==> src/rtl/div_const_pkg.sv <==
// Constants and shared types for the divide-by-113 controller and its digit-step table.
package div_const_pkg;

  localparam int N_BITS  = 60;
  localparam int DIGIT_W = 4;
  localparam int DIVISOR = 113;
  localparam int REM_W   = 7;
  localparam int NSTEP   = N_BITS / DIGIT_W;
  localparam int CNT_W   = 4;
  localparam int STEP_W  = REM_W + DIGIT_W;

  typedef enum logic [1:0] {
    IDLE = 2'd0,
    RUN  = 2'd1,
    DONE = 2'd2
  } state_e;

  typedef struct packed {
    logic [DIGIT_W-1:0] qd;
    logic [REM_W-1:0]   nr;
  } step_res_t;

endpackage

==> src/rtl/div113_digit_step.sv <==
// One radix-2^DIGIT_W long-division step by the constant divisor, built from
// constant-threshold compares so it maps to table logic rather than a divider.
module div113_digit_step
  import div_const_pkg::*;
(
  input  logic [REM_W-1:0]   r_i,
  input  logic [DIGIT_W-1:0] d_i,
  output logic [DIGIT_W-1:0] qd_o,
  output logic [REM_W-1:0]   nr_o
);

  logic [STEP_W-1:0] v;
  logic [STEP_W-1:0] sub;
  step_res_t         res;

  assign v = {r_i, d_i};

  // r_i < DIVISOR keeps v below DIVISOR*2^DIGIT_W, so the largest matching multiple is the digit.
  always_comb begin
    res = '0;
    sub = '0;
    for (int k = 1; k < (1 << DIGIT_W); k++) begin
      if (int'(v) >= k * DIVISOR) begin
        res.qd = DIGIT_W'(k);
        sub    = STEP_W'(k * DIVISOR);
      end
    end
    res.nr = REM_W'(v - sub);
  end

  assign qd_o = res.qd;
  assign nr_o = res.nr;

endmodule

==> src/rtl/div113_seq_ctrl.sv <==
// Sequential divide-by-113: MSB-first digit recurrence with valid/ready on both sides.
module div113_seq_ctrl
  import div_const_pkg::*;
(
  input  logic              clk,
  input  logic              rst,
  input  logic              in_valid,
  output logic              in_ready,
  input  logic [N_BITS-1:0] in_data,
  output logic              out_valid,
  input  logic              out_ready,
  output logic [N_BITS-1:0] out_quot,
  output logic [REM_W-1:0]  out_rem,
  output logic              busy
);

  localparam logic [1:0] S_IDLE = 2'(IDLE);
  localparam logic [1:0] S_RUN  = 2'(RUN);
  localparam logic [1:0] S_DONE = 2'(DONE);

  logic [1:0]         state_q, state_d;
  logic [N_BITS-1:0]  w_q, w_d;
  logic [REM_W-1:0]   r_q, r_d;
  logic [CNT_W-1:0]   cnt_q, cnt_d;
  logic [N_BITS-1:0]  quot_q, quot_d;
  logic [REM_W-1:0]   rem_q, rem_d;
  logic [DIGIT_W-1:0] step_qd;
  logic [REM_W-1:0]   step_nr;
  logic [N_BITS-1:0]  w_shift;

  div113_digit_step u_step (
    .r_i  (r_q),
    .d_i  (w_q[N_BITS-1 -: DIGIT_W]),
    .qd_o (step_qd),
    .nr_o (step_nr)
  );

  assign w_shift = {w_q[N_BITS-DIGIT_W-1:0], step_qd};

  always_comb begin
    state_d = state_q;
    w_d     = w_q;
    r_d     = r_q;
    cnt_d   = cnt_q;
    quot_d  = quot_q;
    rem_d   = rem_q;
    case (state_q)
      S_IDLE: begin
        if (in_valid) begin
          w_d     = in_data;
          r_d     = '0;
          cnt_d   = '0;
          state_d = S_RUN;
        end
      end
      S_RUN: begin
        w_d   = w_shift;
        r_d   = step_nr;
        cnt_d = cnt_q + 1'b1;
        // Result registers are separate from W so outputs hold steady outside DONE.
        if (cnt_q == CNT_W'(NSTEP - 1)) begin
          quot_d  = w_shift;
          rem_d   = step_nr;
          state_d = S_DONE;
        end
      end
      S_DONE: begin
        if (out_ready) state_d = S_IDLE;
      end
      default: state_d = S_IDLE;
    endcase
  end

  always_ff @(posedge clk) begin
    if (rst) begin
      state_q <= S_IDLE;
      w_q     <= '0;
      r_q     <= '0;
      cnt_q   <= '0;
      quot_q  <= '0;
      rem_q   <= '0;
    end else begin
      state_q <= state_d;
      w_q     <= w_d;
      r_q     <= r_d;
      cnt_q   <= cnt_d;
      quot_q  <= quot_d;
      rem_q   <= rem_d;
    end
  end

  assign in_ready  = (state_q == S_IDLE);
  assign out_valid = (state_q == S_DONE);
  assign busy      = (state_q != S_IDLE);
  assign out_quot  = quot_q;
  assign out_rem   = rem_q;

endmodule

==> config.mk <==
export PLATFORM = sky130hd
export DESIGN_NAME = div113_seq_ctrl
export DESIGN_NICKNAME = d
export VERILOG_FILES = /design/src/rtl/div_const_pkg.sv /design/src/rtl/div113_digit_step.sv /design/src/rtl/div113_seq_ctrl.sv
export SDC_FILE = /design/constraint.sdc
export NUM_CORES = 1
export LEC_CHECK = 0
export BUFFER_PORTS_ARGS = -buffer_cell sky130_fd_sc_hd__buf_2
export CAP_MARGIN = 20
export CORE_MARGIN = 3
export CORE_UTILIZATION = 44
export CTS_BUF_LIST = sky130_fd_sc_hd__clkbuf_4
export CTS_CLUSTER_SIZE = 16
export DETAILED_ROUTE_END_ITERATION = 7
export GPL_TIMING_DRIVEN = 0
export PLACE_DENSITY = 0.77
export SYNTH_ARGS = -nofsm -noshare
export SYNTH_HDL_FRONTEND = slang
export SYNTH_SLANG_ARGS = --single-unit
==> constraint.sdc <==
create_clock -name clk -period 8.8 [get_ports clk]
set_input_delay 0.88 -clock clk [delete_from_list [all_inputs] [get_ports clk]]
set_output_delay 0.88 -clock clk [all_outputs]
set_load 0.01 [all_outputs]
; Word level (Yosys, flattened, before mapping)
; Cells that the tools add are included.
[word_totals]
latchBits = 0
n_memories = 0
mem_bits_rw = 0
mem_bits_ro = 0
in_bits = 64
word_cells = 75
regBits = 140
out_inout_bits = 70
[classes]
order_cmp = 15
bitwise = 0
div_mod_pow = 0
multipliers = 0
eq_ne = 6
muxes = 40
add_sub_neg = 2
n_reduce_logical = 6
shifts = 0
[op_table]
columns = op, n
row1 = $pmux W60 S2, 1
row2 = $mux W7, 16
row3 = $ge A11 B11 Y1 const B, 6
row4 = $mux W60, 1
row5 = $ge A11 B10 Y1 const B, 5
row6 = $mux W4, 9
row7 = $ge A11 B9 Y1 const B, 2
row8 = $pmux W7 S2, 1
row9 = $mux W3, 4
row10 = $ge A11 B7 Y1 const B, 1
row11 = $ge A11 B8 Y1 const B, 1
row12 = $mux W2, 5
row13 = $pmux W4 S2, 1
row14 = $sub A7 B7 Y7, 1
row15 = $pmux W2 S3, 1
row16 = $add A4 B1 Y4 const B, 1
row17 = $eq A4 B4 Y1 const B, 1
row18 = $ne A2 B2 Y1 const B, 2
row19 = $reduce_and A2 Y1, 2
row20 = $reduce_bool A2 Y1, 2
row21 = $reduce_and A3 Y1, 1
row22 = $eq A2 B1 Y1 const B, 1
row23 = $eq A2 B2 Y1 const B, 1
row24 = $logic_not A2 Y1, 1
row25 = other kinds (2), 2

; Logic depth before layout (Yosys ltp)
[depth]
word_depth = 18
mapped_depth = 17
ltp_nobuf = 15

; Modules after synthesis
; From an unflattened synthesis, not the netlist that was laid out.
[unflattened]
hier_cells = 833
area_unflattened_um2 = 6663.9
[modules_own_cells]
columns = mod, area_per_inst_um2, seq_area_each_um2, instances, cells_per_inst
row1 = div113_seq_ctrl, 5835.6, 2802.7, 1, 702
row2 = div113_digit_step, 828.3, 0.0, 1, 131

; Least setup slack after synthesis
; Ideal clock, no wire load.
[synth_path]
path_type = reg2reg
startpoint = reg r_q[0]
endpoint = reg rem_q[6], in the netlist out_rem[6]
setup_slack_ns = 5.684
path_stages_with_launch = 15
t_arrival_ns = 3.037
period_less_slack_ns = 3.116
setup_time_ns = 0.079
required_time_ns = 8.721
n_path_buf = 0
path_cell_list = dfxtp_1 > or4_1 > a41oi_2 > nand2_1 > a21oi_1 > o22ai_2 > inv_1 > ha_1 > inv_1 > fa_1 > a21o_1 > a311o_1 > o311ai_1 > xnor2_1 > a211oi_2
[synth_via]
elab_chain_cells = 17
word_cells_on_any_way = 31
classes_between = 1 x add/sub / 15 x order compare / 15 x mux
[synth_rtl]
columns = element, line_no
row1 = from (decl), div113_seq_ctrl.sv:23  ; logic [REM_W-1:0] r_q, r_d;
row2 = from (signal assigned), div113_seq_ctrl.sv:85  ; r_q <= r_d;
row3 = $ge A11 B7 Y1, div113_digit_step.sv:23  ; if (int'(v) >= k * DIVISOR) begin
row4 = $mux W7 (15 in series), div113_digit_step.sv:23
row5 = $sub A7 B7 Y7 (*), div113_digit_step.sv:28  ; res.nr = REM_W'(v - sub);
row6 = to (signal assigned), div113_seq_ctrl.sv:88  ; rem_q <= rem_d;
row7 = to (decl), div113_seq_ctrl.sv:26  ; logic [REM_W-1:0] rem_q, rem_d;
; Mark *: on every way between the ends. The rest lies on a longest branch, timed or not.
; A chain may end at the register's enable or synchronous reset.

; Worst setup path in the final report
[layout_path]
startpoint = reg r_q[5]
endpoint = reg r_q[6]
[layout_via]
elab_chain_cells = 18
word_cells_on_any_way = 32
classes_between = 1 x add/sub / 15 x order compare / 16 x mux
[layout_rtl]
columns = element, line_no
row1 = $ge A11 B7 Y1, div113_digit_step.sv:23
row2 = $mux W7 (14 in series), div113_digit_step.sv:23
row3 = $mux W7 (*), div113_digit_step.sv:23
row4 = $sub A7 B7 Y7 (*), div113_digit_step.sv:28
row5 = $pmux W7 S2 (*), div113_seq_ctrl.sv:47  ; case (state_q)
; Marked as above.

==> impl_metrics.csv <==
group,metric,value,unit
critical_path,cp-start-kind,"flop",
sta,hold_viol_final,0,
final_layout,final_nets,1134,
power_and_ir_drop,peakVddDrop,95.4,uV
drt,ant_nets,0,
synth,ys.flop_type,"dfxtp_1",
final_layout,finalCoreUtilization,53.5,%
placement,dp_hpwl,15000,um
synth,syn-num-nets,983,
power_and_ir_drop,power.density,210,nW/um^2
critical_path,required,9.24,ns
drt,routed_wl,20500,um
drt,drt_iter0_drc,561,
critical_path,critPathKind,"flop to flop",
die,core,14800,sq um
clock_tree,clock_latency,0.57,ns
synth,ys_ff_latch,140,
clock_tree,clockRootBuffer,"clkbuf_4",
critical_path,r2r-start,"r_q[5]$_SDFFE_PP0P_",
die,dieArea,16800,sq um
sta,maxSlewViolCount,0,
global_route,grt_pass1_vias,6562,
synth,netlist_top_cells_area,"dfxtp_1 (42%), nor2_1 (9.8%), a21oi_1 (8.1%)",
final_layout,final_cells,1258,
die,fp-row-count,44,
die,die_w,130,um
synth,syn_area,6710,sq um
sta,max_freq,272,MHz
drt,vias,6894,
synth,synth.avg_cell_area,7.38,sq um
critical_path,r2r_setup_slack,5.12,ns
final_layout,drive_above_1_share,17.9,%
synth,synth.distinct_cells,67,
die,fp.dieH,130,um
drt,viasPerCell,5.48,
global_route,track_usage,24.4,%
clock_tree,post-cts-setup-buffers,0,
hold_path,min_path_type,"flop to flop",
final_layout,multi_input_area,3490,sq um
synth,async_reset_ff_share,0,%
run,drv_cap,0,
placement,place.gp.congestion,0.933,
die,io_pins,134,
sta,fin_skew,0.0165,ns
drt,firstDrtPassIters,5,
sta,finalSetupTns,0,ns
clock_tree,htreeDepth,4,
sta,worst_pin_slew,0.969,ns
drt,wl_per_cell,16.3,um
clock_tree,post_cts_resized,0,
synth,synth_top_area_share,41.8,%
final_layout,area_growth,17.5,%
clock_tree,ctsHoldBuffers,0,
final_layout,register_area,2800,sq um
clock_tree,cts.sinks,140,
final_layout,nFillCells,1451,
critical_path,ff2ff_path_depth,16,
synth,synth_warnings,0,
global_route,grt_pass1_wl,32700,um
status,outcome,"complete, no violations",
sta,setup_viol,0,
die,start_util,45.5,%
clock_tree,cts_buffers,17,
critical_path,crit_start,"r_q[5]$_SDFFE_PP0P_",
synth,synth-edff-count,0,
global_route,grt_antenna_before_repair,1,
global_route,gr-total-overflow,0,
final_layout,diodes,0,
placement,dp_cells,1226,
clock_tree,clkTransAtPathRegs,0.11,ns
placement,port_buffers,132,
synth,yosys.area.top_type,"dfxtp_1",
placement,place_ws,5.25,ns
power_and_ir_drop,leakagePower,3.36,nW
clock_tree,cts_buffer_depth,2,
critical_path,worstPathArrival,4.12,ns
global_route,grt_max_degree,17,
critical_path,timing.rr.end,"r_q[6]$_SDFFE_PP0P_",
sta,rsz0062_at_grt,"no",
critical_path,worstPathMaxFanout,10,
sta,slew_headroom,35.2,%
sta,layout_min_cycle_time,3.68,ns
critical_path,crit_end,"r_q[6]$_SDFFE_PP0P_",
sta,finalCritPeriodShare,41.8,%
synth,syn_inst,910,
drt,drcViolationCount,0,
clock_tree,cts_tree,"yes",
synth,yosysSeqAreaShare,41.8,%
critical_path,end_kind,"flop",
sta,setup_ws,5.12,ns
## metal layers
| metal | vias up | share of wire, % | global-route usage, % |
|---|---|---|---|
| met1 | 3161 | 44 | 32.3 |
| met2 | 285 | 47 | 39.5 |
| li1 | 3413 | - | - |
| met5 | - | 0.054 | 0 |
| met4 | 2 | 1.6 | 6.91 |
| met3 | 33 | 7.1 | 6.47 |
## power breakdown
group          switching (mW)  internal [mW]  total (mW)
Combinational           0.305          0.206       0.511
Clock                   0.227          0.204       0.431
Sequential             0.0426          0.673       0.715
Total                   0.574           1.08        1.66
## critical path, stage by stage (launching register included)
cell and delay [ns]:
dfxtp_1 0.44, buf_2 0.28, inv_1 0.17, a31oi_1 0.30
nor4b_1 0.30, a211o_1 0.18, o22ai_2 0.14, inv_1 0.09
ha_1 0.16, inv_1 0.05, fa_1 0.40, a21o_1 0.21
a311o_1 0.36, o311ai_1 0.16, nor2_1 0.08, mux2i_1 0.15
o31ai_1 0.09
## cells by family after synthesis
kind of cell | Yosys count | share of synthesized area, %
buf+inv | 104 | 6.23
compound gates | 245 | 23.8
flops | 140 | 41.8
fa+ha+maj | 9 | 1.79
simple gates | 407 | 25.7
xor+xnor | 3 | 0.391
mux | 2 | 0.317
## Yosys cell counts (4+ instances only)
cell type	count
buf_1	7
a211oi_1	7
clkbuf_1	57
nand2b_1	5
a2bb2oi_1	36
or2_2	4
nand3_1	6
o22ai_1	5
a21oi_1	108
nor2b_1	9
a31oi_1	6
nor3_1	44
ha_1	8
inv_1	26
nor3b_1	5
dfxtp_1	140
a22oi_1	9
nand2_1	142
o21ai_0	37
nor2_1	175
buf_2	10
## sequential cells by signal (all words and copies together) (netlist names)
signal and count:
out_rem 7, out_quot 60, r_q 7, w_q 60, cnt_q 4, state_q 2
## stage by stage
| step | total power, mW | hold slack [ns] | area, sq um |
|---|---|---|---|
| floorplan | 1.09 | 0.442 | 6710 |
| global placement | 1.22 | 0.440 | 7600 |
| detailed placement | 1.22 | 0.443 | 7600 |
| CTS | 1.64 | 0.458 | 7890 |
| global route | 1.74 | 0.478 | 7890 |
| finish | 1.66 | 0.455 | 7890 |
## worst min-delay path by stage
stage                         startpoint                        end  slack [ns]  cells past startpoint
6_report       out_quot[12]$_SDFFE_PP0P_  out_quot[12]$_SDFFE_PP0P_        0.46                      2
5_1_grt        out_quot[48]$_SDFFE_PP0P_  out_quot[48]$_SDFFE_PP0P_        0.48                      2
4_1_cts        out_quot[55]$_SDFFE_PP0P_  out_quot[55]$_SDFFE_PP0P_        0.46                      2
3_5_place_dp   out_quot[59]$_SDFFE_PP0P_  out_quot[59]$_SDFFE_PP0P_        0.44                      2
3_3_place_gp   out_quot[20]$_SDFFE_PP0P_  out_quot[20]$_SDFFE_PP0P_        0.44                      2
2_1_floorplan       w_q[12]$_SDFFE_PP0P_  out_quot[16]$_SDFFE_PP0P_        0.44                      2
## final cells by class
class / instances / area share, %
Sequential cell: 140 / 35.5
Clock buffer: 21 / 2.00
Clock inverter: 11 / 1.59
Buffer: 77 / 4.01
Tap cell: 184 / 2.92
Multi-Input combinational cell: 666 / 44.3
Inverter: 27 / 1.29
Timing Repair Buffer: 132 / 8.38
## placed cells by master (no fill, tap or decap), types with 9 or more instances in the layout
master | netlist | routed
a21oi_1 | 108 | 108
a22oi_1 | 9 | 9
a2bb2oi_1 | 36 | 36
buf_2 | 10 | 142
clkbuf_1 | 57 | 57
clkbuf_4 | 0 | 21
dfxtp_1 | 140 | 140
inv_1 | 26 | 26
nand2_1 | 142 | 142
nor2_1 | 175 | 175
nor2b_1 | 9 | 9
nor3_1 | 44 | 44
o21ai_0 | 37 | 37
(Power assumes the default switching activity.)
